$ cat config.mk
export PLATFORM = sky130hd
export DESIGN_NAME = line_raster_engine_flat
export DESIGN_NICKNAME = d
export VERILOG_FILES = /design/src/rtl/line_raster_engine_pkg.sv /design/src/rtl/line_raster_engine_if.sv /design/src/rtl/line_raster_engine_bresenham_stepper.sv /design/src/rtl/line_raster_engine.sv /design/src/flat_wrapper.sv
export SDC_FILE = /design/constraint.sdc
export NUM_CORES = 1
export LEC_CHECK = 0
export ABC_AREA = 1
export CORE_MARGIN = 2
export CORE_UTILIZATION = 50
export DETAILED_ROUTE_END_ITERATION = 12
export PLACE_DENSITY = 0.69
export SKIP_CTS_REPAIR_TIMING = 1
export SLEW_MARGIN = 30
export SYNTH_ARGS = -nofsm -noshare
export SYNTH_HDL_FRONTEND = slang
export SYNTH_SLANG_ARGS = --single-unit
$ cat constraint.sdc
create_clock -name clk -period 8.85 [get_ports clk]
set_input_delay 1.77 -clock clk [delete_from_list [all_inputs] [get_ports clk]]
set_output_delay 1.77 -clock clk [all_outputs]
set_load 0.1 [all_outputs]
$ cat src/rtl/line_raster_engine_pkg.sv
// Shared types and width helpers for the line/rectangle raster engine.
package line_raster_engine_pkg;

  // Draw command kind
  typedef enum logic {
    MODE_LINE = 1'b0,
    MODE_FILL = 1'b1
  } mode_t;

  // Engine control state
  typedef enum logic {
    IDLE = 1'b0,
    RUN  = 1'b1
  } state_t;

  localparam int unsigned COORD_W_DEFAULT = 11;

  // Bresenham error term needs sign plus one guard bit over the coordinate width
  function automatic int unsigned err_w(input int unsigned coord_w);
    return coord_w + 2;
  endfunction

  localparam int unsigned ERR_W_DEFAULT = err_w(COORD_W_DEFAULT);

endpackage

$ cat src/rtl/line_raster_engine_if.sv
// Command and pixel stream bundle for line_raster_engine.
// master = command source / pixel sink, slave = the engine.
interface line_raster_engine_if #(
  parameter int unsigned COORD_W = 11
);
  import line_raster_engine_pkg::*;

  logic               cmd_valid;
  logic               cmd_ready;
  mode_t              cmd_mode;
  logic [COORD_W-1:0] x0;
  logic [COORD_W-1:0] y0;
  logic [COORD_W-1:0] x1;
  logic [COORD_W-1:0] y1;
  logic               pix_valid;
  logic               pix_ready;
  logic [COORD_W-1:0] x;
  logic [COORD_W-1:0] y;
  logic               pix_last;
  logic               busy;
  logic               done;

  modport master (
    output cmd_valid, cmd_mode, x0, y0, x1, y1, pix_ready,
    input  cmd_ready, pix_valid, x, y, pix_last, busy, done
  );

  modport slave (
    input  cmd_valid, cmd_mode, x0, y0, x1, y1, pix_ready,
    output cmd_ready, pix_valid, x, y, pix_last, busy, done
  );

endinterface

$ cat src/rtl/line_raster_engine_bresenham_stepper.sv
// Bresenham line stepper: holds error term, deltas, directions and the current point.
// load captures a new segment; step advances one pixel; at_end flags the endpoint.
module line_raster_engine_bresenham_stepper #(
  parameter int unsigned COORD_W = 11
) (
  input  logic               clk,
  input  logic               reset,
  input  logic               load_i,
  input  logic               step_i,
  input  logic [COORD_W-1:0] x0_i,
  input  logic [COORD_W-1:0] y0_i,
  input  logic [COORD_W-1:0] x1_i,
  input  logic [COORD_W-1:0] y1_i,
  output logic [COORD_W-1:0] x_o,
  output logic [COORD_W-1:0] y_o,
  output logic               at_end_o
);
  import line_raster_engine_pkg::*;

  localparam int unsigned ErrW = err_w(COORD_W);

  logic signed [ErrW-1:0] err_q, err_d;
  logic signed [ErrW-1:0] dx_q, dx_d;
  logic signed [ErrW-1:0] dy_q, dy_d;
  logic                   sx_neg_q, sx_neg_d;
  logic                   sy_neg_q, sy_neg_d;
  logic [COORD_W-1:0]     x_q, x_d, y_q, y_d;
  logic [COORD_W-1:0]     xe_q, xe_d, ye_q, ye_d;

  logic signed [ErrW-1:0] ddx, ddy, abs_dx, neg_ady, e2;
  logic                   step_x, step_y;

  // Segment setup on load, otherwise one Bresenham step using the pre-step err
  always_comb begin
    ddx     = $signed({2'b00, x1_i}) - $signed({2'b00, x0_i});
    ddy     = $signed({2'b00, y1_i}) - $signed({2'b00, y0_i});
    abs_dx  = (ddx < 0) ? -ddx : ddx;
    neg_ady = (ddy < 0) ? ddy : -ddy;
    e2      = err_q <<< 1;
    step_x  = (e2 >= dy_q);
    step_y  = (e2 <= dx_q);

    err_d    = err_q;
    dx_d     = dx_q;
    dy_d     = dy_q;
    sx_neg_d = sx_neg_q;
    sy_neg_d = sy_neg_q;
    x_d      = x_q;
    y_d      = y_q;
    xe_d     = xe_q;
    ye_d     = ye_q;

    if (load_i) begin
      dx_d     = abs_dx;
      dy_d     = neg_ady;
      err_d    = abs_dx + neg_ady;
      sx_neg_d = (ddx < 0);
      sy_neg_d = (ddy < 0);
      x_d      = x0_i;
      y_d      = y0_i;
      xe_d     = x1_i;
      ye_d     = y1_i;
    end else if (step_i) begin
      err_d = err_q + (step_x ? dy_q : '0) + (step_y ? dx_q : '0);
      if (step_x) x_d = sx_neg_q ? x_q - 1'b1 : x_q + 1'b1;
      if (step_y) y_d = sy_neg_q ? y_q - 1'b1 : y_q + 1'b1;
    end
  end

  // Stepper state register
  always_ff @(posedge clk) begin
    if (reset) begin
      err_q    <= '0;
      dx_q     <= '0;
      dy_q     <= '0;
      sx_neg_q <= 1'b0;
      sy_neg_q <= 1'b0;
      x_q      <= '0;
      y_q      <= '0;
      xe_q     <= '0;
      ye_q     <= '0;
    end else begin
      err_q    <= err_d;
      dx_q     <= dx_d;
      dy_q     <= dy_d;
      sx_neg_q <= sx_neg_d;
      sy_neg_q <= sy_neg_d;
      x_q      <= x_d;
      y_q      <= y_d;
      xe_q     <= xe_d;
      ye_q     <= ye_d;
    end
  end

  assign x_o      = x_q;
  assign y_o      = y_q;
  assign at_end_o = (x_q == xe_q) && (y_q == ye_q);

endmodule

$ cat src/rtl/line_raster_engine.sv
// Line / filled-rectangle raster engine: accepts draw commands and streams pixel
// coordinates under valid/ready backpressure, pulsing done after the last pixel.
// Optional macro LINE_RASTER_CLIP_EN: off-screen pixels are stepped silently.
module line_raster_engine #(
  parameter int unsigned COORD_W  = 11,
  parameter int unsigned SCREEN_W = 640,
  parameter int unsigned SCREEN_H = 480
) (
  input logic                 clk,
  input logic                 reset,
  line_raster_engine_if.slave bus
);
  import line_raster_engine_pkg::*;

  state_t             state_q, state_d;
  mode_t              mode_q, mode_d;
  logic [COORD_W-1:0] xmin_q, xmin_d, xmax_q, xmax_d;
  logic [COORD_W-1:0] ymin_q, ymin_d, ymax_q, ymax_d;
  logic [COORD_W-1:0] fx_q, fx_d, fy_q, fy_d;
  logic               done_q, done_d;

  logic               accept, in_run, advance, is_last, clipped;
  logic               line_step, fill_step;
  logic [COORD_W-1:0] line_x, line_y, cur_x, cur_y;
  logic               line_at_end;

  line_raster_engine_bresenham_stepper #(
    .COORD_W (COORD_W)
  ) u_stepper (
    .clk      (clk),
    .reset    (reset),
    .load_i   (accept),
    .step_i   (line_step),
    .x0_i     (bus.x0),
    .y0_i     (bus.y0),
    .x1_i     (bus.x1),
    .y1_i     (bus.y1),
    .x_o      (line_x),
    .y_o      (line_y),
    .at_end_o (line_at_end)
  );

  // Current pixel selection and clip qualification
  always_comb begin
    in_run  = (state_q == RUN);
    accept  = bus.cmd_valid && (state_q == IDLE);
    cur_x   = (mode_q == MODE_FILL) ? fx_q : line_x;
    cur_y   = (mode_q == MODE_FILL) ? fy_q : line_y;
    is_last = (mode_q == MODE_FILL) ? ((fx_q == xmax_q) && (fy_q == ymax_q)) : line_at_end;
`ifdef LINE_RASTER_CLIP_EN
    clipped = (32'(cur_x) >= SCREEN_W) || (32'(cur_y) >= SCREEN_H);
`else
    clipped = 1'b0;
`endif
    // Clipped pixels advance on their own, visible ones wait for the sink
    advance = in_run && (clipped || bus.pix_ready);
  end

  // FSM next state, done pulse and stepper/scan advance requests
  always_comb begin
    state_d   = state_q;
    done_d    = 1'b0;
    line_step = 1'b0;
    fill_step = 1'b0;
    unique case (state_q)
      IDLE: begin
        if (accept) state_d = RUN;
      end
      RUN: begin
        if (advance) begin
          if (is_last) begin
            state_d = IDLE;
            done_d  = 1'b1;
          end else if (mode_q == MODE_FILL) begin
            fill_step = 1'b1;
          end else begin
            line_step = 1'b1;
          end
        end
      end
      default: state_d = IDLE;
    endcase
  end

  // Command capture and row-major rectangle scan
  always_comb begin
    mode_d = mode_q;
    xmin_d = xmin_q;
    xmax_d = xmax_q;
    ymin_d = ymin_q;
    ymax_d = ymax_q;
    fx_d   = fx_q;
    fy_d   = fy_q;
    if (accept) begin
      mode_d = bus.cmd_mode;
      xmin_d = (bus.x0 < bus.x1) ? bus.x0 : bus.x1;
      xmax_d = (bus.x0 < bus.x1) ? bus.x1 : bus.x0;
      ymin_d = (bus.y0 < bus.y1) ? bus.y0 : bus.y1;
      ymax_d = (bus.y0 < bus.y1) ? bus.y1 : bus.y0;
      fx_d   = xmin_d;
      fy_d   = ymin_d;
    end else if (fill_step) begin
      if (fx_q == xmax_q) begin
        fx_d = xmin_q;
        fy_d = fy_q + 1'b1;
      end else begin
        fx_d = fx_q + 1'b1;
      end
    end
  end

  // Control and scan registers
  always_ff @(posedge clk) begin
    if (reset) begin
      state_q <= IDLE;
      mode_q  <= MODE_LINE;
      xmin_q  <= '0;
      xmax_q  <= '0;
      ymin_q  <= '0;
      ymax_q  <= '0;
      fx_q    <= '0;
      fy_q    <= '0;
      done_q  <= 1'b0;
    end else begin
      state_q <= state_d;
      mode_q  <= mode_d;
      xmin_q  <= xmin_d;
      xmax_q  <= xmax_d;
      ymin_q  <= ymin_d;
      ymax_q  <= ymax_d;
      fx_q    <= fx_d;
      fy_q    <= fy_d;
      done_q  <= done_d;
    end
  end

  // Outputs are pure functions of registered state, so they hold under backpressure
  always_comb begin
    bus.cmd_ready = (state_q == IDLE);
    bus.busy      = in_run;
    bus.done      = done_q;
    bus.pix_valid = in_run && !clipped;
    bus.pix_last  = in_run && !clipped && is_last;
    bus.x         = in_run ? cur_x : '0;
    bus.y         = in_run ? cur_y : '0;
  end

endmodule

$ cat src/flat_wrapper.sv
// flat-port wrapper written by rule: the top's interface ports become plain ports
module line_raster_engine_flat import line_raster_engine_pkg::*;
#(
  parameter int unsigned COORD_W  = 11,
  parameter int unsigned SCREEN_W = 640,
  parameter int unsigned SCREEN_H = 480
)
  (clk, reset, bus_cmd_valid, bus_cmd_mode, bus_x0, bus_y0, bus_x1, bus_y1, bus_pix_ready, bus_cmd_ready, bus_pix_valid, bus_x, bus_y, bus_pix_last, bus_busy, bus_done);
  line_raster_engine_if #(.COORD_W(COORD_W)) bus_i ();
  input logic clk;
  input logic reset;
  input wire logic [$bits(bus_i.cmd_valid)-1:0] bus_cmd_valid;
  input wire logic [$bits(bus_i.cmd_mode)-1:0] bus_cmd_mode;
  input wire logic [$bits(bus_i.x0)-1:0] bus_x0;
  input wire logic [$bits(bus_i.y0)-1:0] bus_y0;
  input wire logic [$bits(bus_i.x1)-1:0] bus_x1;
  input wire logic [$bits(bus_i.y1)-1:0] bus_y1;
  input wire logic [$bits(bus_i.pix_ready)-1:0] bus_pix_ready;
  output wire logic [$bits(bus_i.cmd_ready)-1:0] bus_cmd_ready;
  output wire logic [$bits(bus_i.pix_valid)-1:0] bus_pix_valid;
  output wire logic [$bits(bus_i.x)-1:0] bus_x;
  output wire logic [$bits(bus_i.y)-1:0] bus_y;
  output wire logic [$bits(bus_i.pix_last)-1:0] bus_pix_last;
  output wire logic [$bits(bus_i.busy)-1:0] bus_busy;
  output wire logic [$bits(bus_i.done)-1:0] bus_done;
  assign bus_i.cmd_valid = bus_cmd_valid;
  assign bus_i.cmd_mode = bus_cmd_mode;
  assign bus_i.x0 = bus_x0;
  assign bus_i.y0 = bus_y0;
  assign bus_i.x1 = bus_x1;
  assign bus_i.y1 = bus_y1;
  assign bus_i.pix_ready = bus_pix_ready;
  assign bus_cmd_ready = bus_i.cmd_ready;
  assign bus_pix_valid = bus_i.pix_valid;
  assign bus_x = bus_i.x;
  assign bus_y = bus_i.y;
  assign bus_pix_last = bus_i.pix_last;
  assign bus_busy = bus_i.busy;
  assign bus_done = bus_i.done;
  line_raster_engine #(.COORD_W(COORD_W), .SCREEN_W(SCREEN_W), .SCREEN_H(SCREEN_H)) u_core (.clk(clk), .reset(reset), .bus(bus_i));
endmodule
Word-level counts from Yosys, hierarchy flattened

Index checks and enable logic that the tools add are counted.

$add $sub $neg: 13
Magnitude comparators: 6
Eq/ne operators: 4
Muxes and demuxes: 42
Bitwise operators: 2
Reduce and logical (&&, ||, !) cells: 14

Operators by type and width:

| operator              | number |
|---|---|
| $mux 11               | 22 |
| $mux 13               | 6 |
| $add 11x1->11 const B | 4 |
| $eq 11x11->1          | 4 |
| $add 13x13->13        | 3 |
| $neg 12->13           | 2 |
| $lt 12x1->1 const B   | 2 |
| $sub 11x11->12        | 2 |
| $lt 11x11->1          | 2 |
| $sub 11x1->11 const B | 2 |
| $ge 13x13->1          | 1 |
| $le 13x13->1          | 1 |
| $mux 1                | 13 |
| $reduce_bool 2->1     | 5 |
| $reduce_and 2->1      | 3 |
| $logic_and 1x1->1     | 5 |
| $reduce_or 3->1       | 1 |
| $not 1->1             | 2 |
| $pmux 1 s2            | 1 |

Register bits: 143
Bits of input ports: 49
Word-level logic and storage cells: 98

Logic depth before layout (Yosys ltp)

Depth in word-level cells: 8
Gate-level depth with buffers: 26

Modules after synthesis

From an unflattened synthesis, not the netlist that was laid out.

Cells, all modules: 1897
Area, all modules: 12366.9 sq um

Modules (own cells, without submodules):

| module                               | times used | cells an instance | area each (sq um) |
|---|---|---|---|
| line_raster_engine_bresenham_stepper | 1          | 1186              | 7971.4 |
| line_raster_engine                   | 1          | 711               | 4395.5 |

Worst setup path after synthesis

No wires, ideal clock.

Path kind: input to register
From: in bus_x0[6]
To: reg u_core.u_stepper.err_q[10]
Library setup time: 70 ps
Arrival: 4799 ps
Required time: 8780 ps
Slack: 3981 ps
Stages: 21
Cell sequence: inv_1 ha_1 nand2_1 nor2_1 nand4_1 a21oi_1 nor2_4 or2_2 o21ai_0 inv_1 fa_1 nand3b_1 nand2_1 a31oi_1 o21ai_0 nand2_1 a21oi_1 nor2_1 xor2_1 nand2_1 a21oi_1

Cells in the longest elaborated chain, start to end: 5
Elaborated cells between the ends (all ways): 6
Those cells by class: 3 x add/sub; 1 x order compare; 2 x mux

RTL lines:

| element                              | RTL line                                   | source |
|---|---|---|
| from (decl)                          | flat_wrapper.sv:14                         | `input wire logic [$bits(bus_i.x0)-1:0] bus_x0;` |
| $sub 11x11->12                       | line_raster_engine_bresenham_stepper.sv:35 | `ddx = $signed({2'b00, x1_i}) - $signed({2'b00, x0_i});` |
| $lt 12x1->1                          | line_raster_engine_bresenham_stepper.sv:37 | `abs_dx = (ddx < 0) ? -ddx : ddx;` |
| $mux 13                              | line_raster_engine_bresenham_stepper.sv:37 |  |
| named net u_core.u_stepper.abs_dx[1] | line_raster_engine_bresenham_stepper.sv:30 | `logic signed [ErrW-1:0] ddx, ddy, abs_dx, neg_ady, e2;` |
| $add 13x13->13                       | line_raster_engine_bresenham_stepper.sv:56 | `err_d = abs_dx + neg_ady;` |
| $mux 13                              | line_raster_engine_bresenham_stepper.sv:53 | `if (load_i) begin` |
| to (signal assigned)                 | line_raster_engine_bresenham_stepper.sv:83 | `err_q <= err_d;` |
| to (decl)                            | line_raster_engine_bresenham_stepper.sv:22 | `logic signed [ErrW-1:0] err_q, err_d;` |

The timed path passes the listed nets, and every way through them passes these cells.
A chain may end at the register's enable or synchronous reset.

Worst setup path after layout

From: in bus_y0[4]
To: reg u_core.u_stepper.err_q[10]

Cells in the longest elaborated chain, start to end: 5
Elaborated cells between the ends (all ways): 6
Those cells by class: 3 x add/sub; 1 x order compare; 2 x mux

RTL lines:

| element                               | RTL line                                   | source |
|---|---|---|
| from (decl)                           | flat_wrapper.sv:15                         | `input wire logic [$bits(bus_i.y0)-1:0] bus_y0;` |
| $sub 11x11->12                        | line_raster_engine_bresenham_stepper.sv:36 | `ddy = $signed({2'b00, y1_i}) - $signed({2'b00, y0_i});` |
| $lt 12x1->1                           | line_raster_engine_bresenham_stepper.sv:38 | `neg_ady = (ddy < 0) ? ddy : -ddy;` |
| $mux 13                               | line_raster_engine_bresenham_stepper.sv:38 |  |
| named net u_core.u_stepper.neg_ady[1] | line_raster_engine_bresenham_stepper.sv:30 |  |
| $add 13x13->13                        | line_raster_engine_bresenham_stepper.sv:56 |  |
| $mux 13                               | line_raster_engine_bresenham_stepper.sv:53 |  |

The timed path passes the listed nets, and every way through them passes these cells.

==> reports/summary.log <==
INFO  final_layout   drive_above_1_share=4.657%
INFO  detailed_routing drc_errors=0
INFO  logic_synthesis synth_area_leader_cell=dfxtp_1
INFO  timing         unrepaired_setup_endpoints_after_global_routing=false
INFO  global_routing antenna_violations_before_repair=0
INFO  detailed_routing first_iter_violations=1,036
INFO  final_layout   syn2layout_area_growth=12.88%
INFO  power          max-vdd-ir-drop=0.1111mV
INFO  setup_path     crit_chain=clkdlybuf4s50_1 > inv_1 > ha_1 > nand2_1 > nand2_1 > inv_1 > nor2_1 > o21ai_0 > nand3_1 > o21ai_0 > inv_1 > fa_1 > nand3b_1 > nand2_1 > a31oi_1 > o21ai_0 > nand2_1 > a21oi_1 > nor2_1 > xor2_1 > nand2_1 > a21oi_1
INFO  setup_path     timing.reg2reg.worst_path_depth=23
INFO  power          leak_pwr=6.275nW
INFO  final_layout   nets_final=2,010
INFO  die            floorplan.die_area=24,720squm
INFO  timing         worst-slew-pin-transition=0.9953ns
INFO  timing         maxSlewHeadroom=33.44%
INFO  place          place_congestion=0.8810
INFO  setup_path     slowest_stage=o21ai_0
INFO  setup_path     worst-endpoint-arrival=6.08ns
INFO  die            pin_count=76
INFO  detailed_routing total_wirelength=35,390um
INFO  outcome        status=finished, final reports clean
INFO  place          place_area=12,670squm
INFO  timing         final_max_slew_viol_count=0
INFO  timing         finClkSkew=0.01312ns
INFO  detailed_routing vias_per_cell=5.463
INFO  setup_path     worst_r2r_endpoint=u_core.u_stepper.err_q[10]
INFO  setup_path     critPathMaxStageDelay=0.62ns
INFO  run            timing.max_cap.violations=0
INFO  final_layout   layout_commonest_cell=nand2_1
INFO  logic_synthesis synth_largest_type_area_fraction=24.21%
INFO  global_routing grt_start_max_net_pins=80
INFO  setup_path     worst-setup-path-type=input pin to flip-flop
INFO  logic_synthesis dominant_cells_by_area_after_synthesis=dfxtp_1, nand2_1, a21oi_1
INFO  global_routing grt_overflow_total=0
INFO  logic_synthesis synth_cells=1,823
INFO  min_path       hp-class=flip-flop to flip-flop
INFO  min_path       min-delay-start=u_core.u_stepper.dx_q[12]
INFO  global_routing number_of_global_route_vias_before_repair=10,790
INFO  logic_synthesis part_of_the_yosys_area_used_for_sequential_elements=24.21%
INFO  power          power_density=195.5nW/um^2
INFO  detailed_routing vias=11,950
INFO  setup_path     worstSetupEndpointType=flip-flop
INFO  clock_tree     cts.reportedPaths.clkPinSlew=0.06ns
INFO  setup_path     ff2ff_setup_slack=4.26ns
INFO  place          port_bufs=75
INFO  logic_synthesis postSynthNetCount=1,978
INFO  setup_path     worst_setup_start_kind=input pin
INFO  die            initial_utilization=50.47%
INFO  min_path       min_path_cells=2
INFO  setup_path     critical_path_data_required_time=9.20ns
INFO  logic_synthesis adder_cell_fraction_of_synth_area=12.38%
INFO  die            dieWidth=157.2um
INFO  timing         min_period_over_period=64.73%
INFO  setup_path     critical_path.max_fanout=14
INFO  logic_synthesis number_of_synthesized_register_bits=142
INFO  place          dpl.hpwl=26,900um
INFO  logic_synthesis synth_compound_gate_area_share=21.84%
INFO  timing         report.final.setup_viol=0
INFO  logic_synthesis netlist-cell-type-count=47
INFO  logic_synthesis post_synth_xor_area_fraction=5.744%
INFO  die            fp.coreArea=23,260squm
INFO  detailed_routing drtAntennaViolNets=0
INFO  clock_tree     tritoncts=done
INFO  global_routing grt_first_pass_wirelength=55,820um
INFO  timing         report.final.hold_viol_count=0
INFO  final_layout   postLayoutCellArea=13,250squm
INFO  clock_tree     cts_made_buffers=17
INFO  logic_synthesis synth_simple_gate_area_share=24.57%
INFO  logic_synthesis synthMuxAreaShare=0%
INFO  setup_path     most_frequent_cell_on_the_critical_path=nand2_1
INFO  detailed_routing avgRoutedWirePerCell=16.18um
INFO  die            fp-row-count=56
INFO  setup_path     critical-path-top-delay-family=compound AO/OA/AOI/OAI gates
INFO  global_routing grtUsageTotal=28.76%
INFO  clock_tree     clock-sinks=142
INFO  logic_synthesis synth_warnings=0
INFO  clock_tree     clock_network_latency_to_the_later_pin_of_the_worst_skew_pair=0.43ns
INFO  min_path       timing.hold.worst_endpoint=u_core.u_stepper.dx_q[12]
INFO  timing         max_freq=174.6MHz
INFO  logic_synthesis post_synthesis_instance_area=11,740squm
INFO  die            die_y=157.2um
INFO  clock_tree     htreeDepth=4
INFO  timing         post-route-min-period=5.728ns
INFO  setup_path     worstPathBufferInverterCount=4
INFO  detailed_routing detail_route.first_pass.iterations=6
INFO  logic_synthesis synth.avg_cell_area=6.441squm
INFO  clock_tree     root_buffer=clkbuf_16
INFO  clock_tree     cts-root-to-sink-buffers=2
INFO  timing         finalSetupTns=0ns
INFO  final_layout   finalCoreUtilization=56.98%
INFO  final_layout   most-common-layout-cells=nand2_1, inv_1, a21oi_1
INFO  setup_path     critical_path.reg2reg.startpoint=u_core.u_stepper.err_q[11]
INFO  final_layout   antenna_cells_inserted=0
INFO  logic_synthesis synth_top_family_by_area=simple AND/OR/NAND/NOR gates
INFO  timing         fin_worst_hold_slack=0.4553ns
worst reg2reg max path, delay by kind of cell, from the launching register on:
kind            cells  cell delay, ns
buf+inv             3            0.21
compound gates      8            1.28
simple gates        9            1.39
fa+ha+maj           3            1.13
flops               1            0.46
state kept, by name, summed over array words and instances (netlist names), 11 cells and up:
signal	flops
u_core.u_stepper.dx_q	13
u_core.u_stepper.dy_q	13
u_core.u_stepper.err_q	12
u_core.fx_q	11
u_core.fy_q	11
u_core.u_stepper.x_o	11
u_core.u_stepper.xe_q	11
u_core.u_stepper.y_o	11
u_core.u_stepper.ye_q	11
u_core.xmax_q	11
u_core.xmin_q	11
u_core.ymax_q	11
power breakdown:
part           leakage (nW)  internal (mW)  switching, mW
Sequential             1.17          0.704         0.0738
Clock                 0.275          0.423          0.294
Combinational          4.83          0.377          0.719
Total                  6.28           1.50           1.09
cell usage after synthesis (all sizes together):
library cell and count:
o2111a 2, nor2 112, a41oi 1, nor3 17
nor4 5, and2 1, nand3b 11, clkbuf 53
o221ai 3, a21oi 230, nand4 27, xor2 50
a221oi 2, nand2 398, o211ai 9, o21bai 4
or2 20, xnor2 27, o22ai 1, o31ai 2
o21ai 195, a31oi 25, nand3 80, o2111ai 3
fa 17, nor3b 1, ha 89, buf 16
a22oi 7, inv 271, dfxtp 142, clkinv 2
area by class of cell:
| cell class | count | area (sq um) |
|---|---|---|
| Clock buffer | 19 | 442.9 |
| Clock inverter | 13 | 140.1 |
| Fill cell | 2340 | 10010 |
| Inverter | 273 | 1026 |
| Multi-Input combinational cell | 1339 | 7585 |
| Sequential cell | 142 | 2843 |
| Tap cell | 319 | 399.1 |
| Timing Repair Buffer | 82 | 818.3 |
worst max-delay path by stage:
stage	from	endpoint	slack (ns)	cells after the start
after floorplan	bus_x0[6]	u_core.u_stepper.err_q[10]	3.98	21
after global routing	bus_y0[4]	u_core.u_stepper.err_q[10]	2.83	22
after detailed placement	bus_y0[4]	u_core.u_stepper.err_q[10]	2.78	22
after CTS	bus_y0[4]	u_core.u_stepper.err_q[10]	3.19	22
after global placement	bus_y0[4]	u_core.u_stepper.err_q[10]	2.85	22
final	bus_y0[4]	u_core.u_stepper.err_q[10]	3.12	22
metrics by stage:
step / total power [mW] / setup WS (ns) / std cells
3_3_place_gp: 1.852 / 2.853 / 2154
6_report: 2.591 / 3.122 / 2187
2_1_floorplan: 1.583 / 3.981 / 1823
3_5_place_dp: 1.866 / 2.777 / 2155
4_1_cts: 2.583 / 3.187 / 2187
5_1_grt: 2.774 / 2.826 / 2187
logic make-up after synthesis:
kind of cell | Yosys count
flip-flops | 142
adder cells (fa/ha/maj) | 106
buffers and inverters | 342
AO/OA/AOI/OAI | 484
AND/OR/NAND/NOR | 672
XOR/XNOR | 77
per-layer routing:
layer | vias up | global-route usage, % | share of wire [%]
li1 | 6071 | - | -
met1 | 5431 | 39.91 | 46
met2 | 397 | 46.58 | 45
met3 | 49 | 3.937 | 6.4
met4 | 0 | 8.355 | 2.5
met5 | - | 0 | 0
Note: power is estimated with default switching activity, not from simulation.
